### src/rtl/gray_tx_if.sv
// Handshake and status bundle between a Gray-code source and the gray_tx serializer.
interface gray_tx_if;
    logic [3:0] g_in;
    logic       g_valid;
    logic       g_ready;
    logic       tx;
    logic       busy;
    logic       step_err;
    logic [7:0] err_count;

    modport master (
        output g_in, g_valid,
        input  g_ready, tx, busy, step_err, err_count
    );

    modport slave (
        input  g_in, g_valid,
        output g_ready, tx, busy, step_err, err_count
    );
endinterface

### src/rtl/gray_tx.sv
// Serializes 4-bit Gray words (start, 4 data MSB-first, even parity, stop) through a
// 2-entry FIFO, and flags accepted words that are not a single-bit step from their predecessor.
module gray_tx #(
    parameter int unsigned CLKS_PER_BIT = 4
) (
    input  logic     clk,
    input  logic     rst,
    gray_tx_if.slave bus
);
    localparam int unsigned DATA_W = 4;
    localparam int unsigned CNT_W  = 8;
    localparam logic [CNT_W-1:0] CNT_MAX    = CNT_W'(CLKS_PER_BIT - 1);
    localparam logic [1:0]       FIFO_DEPTH = 2'd2;
    localparam logic [1:0]       LAST_BIT   = 2'd3;

    typedef enum logic [2:0] {
        S_IDLE   = 3'd0,
        S_START  = 3'd1,
        S_DATA   = 3'd2,
        S_PARITY = 3'd3,
        S_STOP   = 3'd4
    } state_t;

    state_t              r_state;
    state_t              w_state_nxt;
    logic [DATA_W-1:0]   r_fifo [2];
    logic                r_rd_ptr;
    logic                r_wr_ptr;
    logic [1:0]          r_count;
    logic [1:0]          w_count_nxt;
    logic [CNT_W-1:0]    r_clk_cnt;
    logic [1:0]          r_bit_cnt;
    logic [DATA_W-1:0]   r_shift;
    logic                r_parity;
    logic                r_tx;
    logic                r_busy;
    logic [DATA_W-1:0]   r_prev;
    logic                r_have_prev;
    logic                r_step_err;
    logic [7:0]          r_err_count;

    logic                w_ready;
    logic                w_push;
    logic                w_pop;
    logic                w_shift_en;
    logic                w_tx_nxt;
    logic                w_fifo_ne;
    logic                w_bit_done;
    logic [DATA_W-1:0]   w_head;
    logic [DATA_W-1:0]   w_diff;
    logic                w_unit_step;
    logic                w_step_bad;

    assign w_ready     = (r_count < FIFO_DEPTH);
    assign w_push      = bus.g_valid && w_ready;
    assign w_fifo_ne   = (r_count != 2'd0);
    assign w_bit_done  = (r_clk_cnt == CNT_MAX);
    assign w_head      = r_fifo[r_rd_ptr];
    assign w_count_nxt = r_count + 2'(w_push) - 2'(w_pop);

    // Unit Gray step: exactly one bit differs (non-zero power of two).
    assign w_diff      = bus.g_in ^ r_prev;
    assign w_unit_step = (w_diff != '0) && ((w_diff & (w_diff - DATA_W'(1))) == '0);
    assign w_step_bad  = w_push && r_have_prev && !w_unit_step;

    // State register
    always_ff @(posedge clk or posedge rst) begin
        if (rst) begin
            r_state <= S_IDLE;
        end else begin
            r_state <= w_state_nxt;
        end
    end

    // Next-state logic
    always_comb begin
        w_state_nxt = r_state;
        case (r_state)
            S_IDLE:   if (w_fifo_ne) w_state_nxt = S_START;
            S_START:  if (w_bit_done) w_state_nxt = S_DATA;
            S_DATA:   if (w_bit_done && (r_bit_cnt == LAST_BIT)) w_state_nxt = S_PARITY;
            S_PARITY: if (w_bit_done) w_state_nxt = S_STOP;
            S_STOP:   if (w_bit_done) w_state_nxt = w_fifo_ne ? S_START : S_IDLE;
            default:  w_state_nxt = S_IDLE;
        endcase
    end

    // Output decode: pop/shift strobes and the next serial level
    always_comb begin
        w_pop      = 1'b0;
        w_shift_en = 1'b0;
        w_tx_nxt   = r_tx;
        case (r_state)
            S_IDLE: begin
                w_tx_nxt = 1'b1;
                if (w_fifo_ne) begin
                    w_pop    = 1'b1;
                    w_tx_nxt = 1'b0;
                end
            end
            S_START: begin
                if (w_bit_done) begin
                    w_tx_nxt   = r_shift[DATA_W-1];
                    w_shift_en = 1'b1;
                end
            end
            S_DATA: begin
                if (w_bit_done) begin
                    if (r_bit_cnt == LAST_BIT) begin
                        w_tx_nxt = r_parity;
                    end else begin
                        w_tx_nxt   = r_shift[DATA_W-1];
                        w_shift_en = 1'b1;
                    end
                end
            end
            S_PARITY: begin
                if (w_bit_done) w_tx_nxt = 1'b1;
            end
            S_STOP: begin
                if (w_bit_done) begin
                    if (w_fifo_ne) begin
                        w_pop    = 1'b1;
                        w_tx_nxt = 1'b0;
                    end else begin
                        w_tx_nxt = 1'b1;
                    end
                end
            end
            default: w_tx_nxt = 1'b1;
        endcase
    end

    // FIFO, shift register, bit timing and serial line
    always_ff @(posedge clk or posedge rst) begin
        if (rst) begin
            r_fifo[0] <= '0;
            r_fifo[1] <= '0;
            r_rd_ptr  <= 1'b0;
            r_wr_ptr  <= 1'b0;
            r_count   <= 2'd0;
            r_shift   <= '0;
            r_parity  <= 1'b0;
            r_clk_cnt <= '0;
            r_bit_cnt <= 2'd0;
            r_tx      <= 1'b1;
            r_busy    <= 1'b0;
        end else begin
            if (w_push) begin
                r_fifo[r_wr_ptr] <= bus.g_in;
                r_wr_ptr         <= ~r_wr_ptr;
            end
            if (w_pop) begin
                r_rd_ptr <= ~r_rd_ptr;
            end
            r_count <= w_count_nxt;

            if (w_pop) begin
                r_shift  <= w_head;
                r_parity <= ^w_head;
            end else if (w_shift_en) begin
                r_shift <= {r_shift[DATA_W-2:0], 1'b0};
            end

            if ((r_state == S_IDLE) || w_bit_done) begin
                r_clk_cnt <= '0;
            end else begin
                r_clk_cnt <= r_clk_cnt + CNT_W'(1);
            end

            if (r_state != S_DATA) begin
                r_bit_cnt <= 2'd0;
            end else if (w_bit_done) begin
                r_bit_cnt <= r_bit_cnt + 2'd1;
            end

            r_tx   <= w_tx_nxt;
            r_busy <= (w_count_nxt != 2'd0) || (w_state_nxt != S_IDLE);
        end
    end

    // Gray step checker, independent of the serializer
    always_ff @(posedge clk or posedge rst) begin
        if (rst) begin
            r_prev      <= '0;
            r_have_prev <= 1'b0;
            r_step_err  <= 1'b0;
            r_err_count <= 8'd0;
        end else begin
            r_step_err <= w_step_bad;
            if (w_push) begin
                r_prev      <= bus.g_in;
                r_have_prev <= 1'b1;
            end
            if (w_step_bad && (r_err_count != 8'hFF)) begin
                r_err_count <= r_err_count + 8'd1;
            end
        end
    end

    assign bus.g_ready   = w_ready;
    assign bus.tx        = r_tx;
    assign bus.busy      = r_busy;
    assign bus.step_err  = r_step_err;
    assign bus.err_count = r_err_count;

endmodule

### src/flat_wrapper.sv
// flat-port wrapper written by rule: the top's interface ports become plain ports
module gray_tx_flat 
#(
    parameter int unsigned CLKS_PER_BIT = 4
)
  (clk, rst, bus_g_in, bus_g_valid, bus_g_ready, bus_tx, bus_busy, bus_step_err, bus_err_count);
  gray_tx_if bus_i ();
  input  logic clk;
  input  logic rst;
  input wire logic [$bits(bus_i.g_in)-1:0] bus_g_in;
  input wire logic [$bits(bus_i.g_valid)-1:0] bus_g_valid;
  output wire logic [$bits(bus_i.g_ready)-1:0] bus_g_ready;
  output wire logic [$bits(bus_i.tx)-1:0] bus_tx;
  output wire logic [$bits(bus_i.busy)-1:0] bus_busy;
  output wire logic [$bits(bus_i.step_err)-1:0] bus_step_err;
  output wire logic [$bits(bus_i.err_count)-1:0] bus_err_count;
  assign bus_i.g_in = bus_g_in;
  assign bus_i.g_valid = bus_g_valid;
  assign bus_g_ready = bus_i.g_ready;
  assign bus_tx = bus_i.tx;
  assign bus_busy = bus_i.busy;
  assign bus_step_err = bus_i.step_err;
  assign bus_err_count = bus_i.err_count;
  gray_tx #(.CLKS_PER_BIT(CLKS_PER_BIT)) u_core (.clk(clk), .rst(rst), .bus(bus_i));
endmodule
### config.mk
export PLATFORM = sky130hd
export DESIGN_NAME = gray_tx_flat
export DESIGN_NICKNAME = d
export VERILOG_FILES = /design/src/rtl/gray_tx_if.sv /design/src/rtl/gray_tx.sv /design/src/flat_wrapper.sv
export SDC_FILE = /design/constraint.sdc
export NUM_CORES = 1
export LEC_CHECK = 0
export ABC_CLOCK_PERIOD_IN_PS = 6900
export BUFFER_PORTS_ARGS = -buffer_cell sky130_fd_sc_hd__buf_2
export CORE_AREA = 2 2 75 77
export DETAILED_ROUTE_END_ITERATION = 10
export DIE_AREA = 0 0 77 79
export GPL_TIMING_DRIVEN = 0
export SYNTH_ARGS = -nofsm -noshare
export SYNTH_HDL_FRONTEND = slang
export SYNTH_SLANG_ARGS = --single-unit
### constraint.sdc
create_clock -name clk -period 6.9 [get_ports clk]
set_input_delay 0.69 -clock clk [delete_from_list [all_inputs] [get_ports clk]]
set_output_delay 0.69 -clock clk [all_outputs]
set_load 0.03 [all_outputs]
# Word-level counts from Yosys, hierarchy flattened
# Index checks and enable logic that the tools add are counted.
# totals
out_inout_bits	12
input_bits	7
wordCells	96
reg_bits	46
# classes
n_bitwise	6
eq_ne	12
muxes	32
order_cmp	4
reduce_logical	20
n_addsub	6
# ops
operator	count
two-way mux 4 bit	6
adder 8 x 1 -> 8 bit (second input constant)	2
two-way mux 3 bit	5
one-hot mux 3 bit (5 select lines)	1
two-way mux 1 bit	12
bitwise mux 8 bit	1
== test 8 x 2 -> 1 bit (second input constant)	1
two-way mux 8 bit	1
inequality test 2 x 1 -> 1 bit (second input constant)	4
inequality test 8 bit (second input constant)	1
nonzero test 2 bit	4
logical AND 1 bit	7
== test 3 x 2 -> 1 bit (second input constant)	2
one-hot mux 1 bit (5 select lines)	1
AND 4 bit	1
demux 4 bit (select 1 bit)	1
greater-or-equal comparator 2 bit (second input constant)	2
logical NOT 4 bit	1
two-way mux 2 bit	2
NOT 1 -> 2 bit	2
one-hot mux 1 bit (2 select lines)	2
AND reduction 4 bit	1
nonzero test 4 bit	1
parity 4 bit	1
16 further kinds	18

# Depth between registers and ports, before layout
# logic_depth
word_depth	8
ltp_mapped	11
ltp_nobuf	10

# Worst setup path after synthesis
# Ideal clock, no wire load.
# synth_path
kind	reg-to-reg
from	register u_core.r_clk_cnt[0]
to	register u_core.r_busy (netlist: u_core.bus.busy)
path_buffers	1
arrival_time_ps	2413
setup_ps	65
stages_incl_launch_ff	12
period_less_slack_ps	2478
required_time_ps	6835
path_slack_ps	4422
path_cell_list	dfrtp_1 ha_1 nor3b_1 nand2_1 a211o_1 buf_2 mux2i_1 ha_1 inv_1 or4_1 nand4_1 or3_1
# synth_via
elab_chain_cells	6
elab_cells_between_ends	13
classes_between	add/sub (1); eq/ne (1); mux (7); reduce/logical (4)
# synth_rtl
item	line	source
start: declaration	gray_tx.sv:31	logic [CNT_W-1:0] r_clk_cnt;
start signal: assignment	gray_tx.sv:168	r_clk_cnt <= r_clk_cnt + CNT_W'(1);
== test 8 x 2 -> 1 bit	gray_tx.sv:57	assign w_bit_done = (r_clk_cnt == CNT_MAX);
two-way mux 1 bit	gray_tx.sv:121	if (w_bit_done) begin
one-hot mux 1 bit (2 select lines)	gray_tx.sv:93	case (r_state)
subtractor 2 x 1 -> 2 bit	gray_tx.sv:59	assign w_count_nxt = r_count + 2'(w_push) - 2'(w_pop);
via u_core.w_count_nxt[1]	gray_tx.sv:30	logic [1:0] w_count_nxt;
nonzero test 2 bit	gray_tx.sv:178	r_busy <= (w_count_nxt != 2'd0) || (w_state_nxt != S_IDLE);
logical OR 1 bit	gray_tx.sv:178	
end signal: assignment	gray_tx.sv:178	
end: declaration	gray_tx.sv:36	logic r_busy;
# The timed path passes the listed nets, and every way through them passes these cells.
# A chain may end at the register's enable or synchronous reset.

# Worst setup path in the final report
# Same ends and word-level chain as after synthesis.

==> summary.md <==
| Metric | Value |
|---|---|
| First-pass GRT wire length | `around 7000 um` |
| Setup ws final | `4.11 ns` |
| Via count | `roughly 1600` |
| Cell taking the most area after synthesis | `dfrtp_1` |
| Antenna violations before repair | `0` |
| Post-Syn Instances | `207` |
| RSZ-0062 raised after global routing | `no` |
| Chip height | `79 um` |
| Worst setup EP type | `register` |
| CTS tree | `built` |
| Skew-Pair Late Insertion Delay | `around 0.29 ns` |
| Multi-input logic area | `about 0.0010 sq mm` |
| Worst clock skew | `about 0.0046 ns` |
| Sequential power share | `39.9%` |
| CP Data Required Time | `around 7 ns` |
| Met3 Resource Use GR | `approximately 3%` |
| Logic gate share of total power | `around 45%` |
| Top Ports | `19` |
| Critical Path Source Type | `register` |
| R2r worst-path depth | `11` |
| CP max stage delay | `between 0.4 and 0.5 ns` |
| Mapped Area | `0.00228 sq mm` |
| Die width | `around 77 um` |
| Worst-margin pin slew | `around 0.65 ns` |
| Row count | `27` |
| Placeable Area | `around 0.0053 sq mm` |
| Setup bufs post-CTS | `0` |
| Routability cong. | `a little under 0.8` |
| Syn_area_per_cell | `roughly 11 sq um` |
| Synthesis Warnings | `0` |
| Vias in the first global route | `approximately 1600` |
| Global route hottest layer | `met2` |
| Syn Nets | `218` |
| Clock root buffer | `clkbuf_8` |
| Leakage | `roughly 1.2 nW` |
| Diode count | `0` |
| Clock sinks | `46` |
| Final setup viols | `0` |
| Maxcap violations | `0` |
| Vias/cell | `about 5.2` |
| Routed Antenna Nets | `0` |
| Achievable clock frequency | `between 300 and 400 MHz` |
| Crit-path most repeated cell | `ha_1` |
| Crit path max fanout | `10` |
| Starting density of the core | `42.7%` |
| Power Dens Cells | `443 mW/mm^2` |
| Crit path max-delay cell type | `or4_1` |
| M1 GR Usage | `roughly 18%` |
| Clk buf depth | `2` |
| Gr usage total | `14.3%` |
| Cells along the critical path | `ha_1 > nor3b_1 > nand2_1 > a211o_1 > buf_2 > mux2i_1 > ha_1 > inv_1 > or4_1 > nand4_1 > or3_1` |
| Type of the worst setup path | `register to register` |
| Minimum clock period | `~2.8 ns` |
| Slew Viols, Final | `0` |
| Seq cells post-synth | `46` |
| Post-Place Worst Slack | `4.12 ns` |
| NetSw | `roughly 460 uW` |
| Pin count of the biggest net entering global routing | `30` |
| H-tree levels | `2` |
| Setup TNS | `0 ns` |
| Final-report hold violation count | `0` |
| Total CTS buffers | `5` |
| Post-CTS sizing | `0` |
| Layout cells sized above 1 | `around 23%` |
| Post-synth EDFFs | `0` |
| Nets | `244` |
| Die Area | `0.00608 sq mm` |
| Clk pwr share | `~15%` |
| Fin crit share | `40.5%` |
| WL/cell | `13.1 um` |
| Met2 Use GR | `about a quarter` |
| Dpl hpwl | `approximately 2900 um` |
| DRC viols | `0` |
| PnR Total Power | `about 1.1 mW` |
| Peak VDD IR | `197 uV` |
| Cts-stage hold buffer count | `0` |
| Status | `complete, no violations` |
| Ys flop type | `dfrtp_1` |
| Detailed Route Iter0 Violations | `45` |
| Async SR Flop Fraction | `100%` |
| Top cell type's share of synthesized area | `49.4%` |
| Post-synthesis sequential area ratio | `50.5%` |
| CP arrival | `between 3 and 4 ns` |
| Reg area | `0.00115 sq mm` |
| I/O Buffers | `18` |
| Min-delay worst type | `input port to asynchronous set/reset pin` |
| Power Internal | `680 uW` |
| Area Overhead vs Synth | `13.0%` |
| Drt pass-1 iters | `4` |
| Top cells by area, synth | `dfrtp_1, mux2_2, xnor2_1` |
| Drt total wl | `between 4000 and 5000 um` |
| GRT overflow | `0` |
| Fillcell total | `516` |
| Worst-path clk slew | `~0.090 ns` |
| Worst rel slew slack | `56.3%` |
| Yosys cell types | `44` |
| Net Sw Frac | `about two fifths` |
==> sequential cells by signal (all words and copies together) (netlist names) <==
register / flops
u_core.bus.busy: 1
u_core.bus.err_count: 8
u_core.bus.step_err: 1
u_core.bus.tx: 1
u_core.r_bit_cnt: 2
u_core.r_clk_cnt: 8
u_core.r_count: 2
u_core.r_fifo: 8
u_core.r_have_prev: 1
u_core.r_parity: 1
u_core.r_prev: 4
u_core.r_rd_ptr: 1
u_core.r_shift: 4
u_core.r_state: 3
u_core.r_wr_ptr: 1
==> power groups by stage <==
stage	clock network (mW)	registers (mW)	logic, mW
2_1_floorplan	0	0.491	0.368
3_3_place_gp	0	0.458	0.509
3_5_place_dp	0	0.462	0.518
4_1_cts	0.176	0.456	0.519
5_1_grt	0.187	0.470	0.573
6_report	0.171	0.455	0.513
==> stage by stage <==
step / std cells / util (%) / hold WS, ns / instance area (sq um)
2_1_floorplan: 207 / - / 0.439 / 2280
3_5_place_dp: 298 / 46.5 / 0.458 / 2480
5_1_grt: 306 / 48.2 / 0.397 / 2570
3_3_place_gp: 297 / 46.1 / 0.455 / 2460
4_1_cts: 306 / 48.2 / 0.377 / 2570
6_report: 306 / 48.2 / 0.370 / 2570
==> metal layers <==
layer | vias to the layer above | wire length [um]
met5 | - | 0
met3 | 4 | 84
met4 | 0 | 38
li1 | 774 | -
met1 | 796 | 1880
met2 | 15 | 2000
==> placed cells by master, fill, tap and decap left out, drive strengths merged, types with 7 or more instances in the layout <==
cell type  Yosys  layout
mux2          13      13
o21ai          7       7
nand3         11      11
dfrtp         45      45
nor2          15      15
xnor2         13      13
buf            5      24
inv           10      10
nand4          7       7
mux2i          9       9
and3           8       8
xor2          10      10
clkbuf         5      11
==> path summary, 6_finish.rpt <==
path / slack, ns / to / start
max in group asynchronous: 6.05 / u_core.r_prev[0] / rst
hold / removal: 0.37 / u_core.r_state[1] / rst
setup reg to reg: 4.11 / u_core.bus.busy / u_core.r_clk_cnt[0]
hold reg to reg: 0.50 / u_core.r_have_prev / u_core.r_have_prev
min in group clk: 0.50 / u_core.r_have_prev / u_core.r_have_prev
setup / recovery: 4.11 / u_core.bus.busy / u_core.r_clk_cnt[0]
==> synthesized netlist by cell type, types with 4 or more instances <==
cell       n
inv_1     10
dfrtp_1   45
xor2_1     8
nor3_1     5
nand2_1    5
and3_1     8
mux2i_1    9
nand3_1   10
xnor2_1   13
buf_2      4
mux2_2    12
o21ai_0    6
clkbuf_1   5
a21oi_1    5
ha_1       4
nor2_1    15
nand4_1    7
==> cells by family (layout without fill, tap and decap cells) <==
kind of cell	count (synthesis)	in the layout	share of synthesized area (%)
XOR/XNOR	23	23	9.50
AND/OR/NAND/NOR	68	68	16.7
AO/OA/AOI/OAI	24	24	7.03
multiplexers	22	22	10.5
buffers and inverters	20	47	3.51
adder cells (fa/ha/maj)	4	4	2.20
flip-flops	46	46	50.5
==> layout make-up <==
type / instances / share of cell area, %
buffer: 10 / 1.65
clock buffer: 6 / 3.21
inverter: 10 / 1.46
tap: 72 / 3.50
clock inverter: 2 / 0.486
sequential: 46 / 44.8
multi-input combinational: 141 / 40.7
timing repair buffer: 19 / 4.28
==> worst max-delay path, delay by kind of cell (launching register included) <==
| family | cells | cell delay, ns |
|---|---|---|
| AO/OA/AOI/OAI | 1 | 0.34 |
| adder cells (fa/ha/maj) | 2 | 0.40 |
| AND/OR/NAND/NOR | 5 | 1.18 |
| multiplexers | 1 | 0.15 |
| flip-flops | 1 | 0.43 |
| buffers and inverters | 2 | 0.25 |
(Power assumes the default switching activity.)
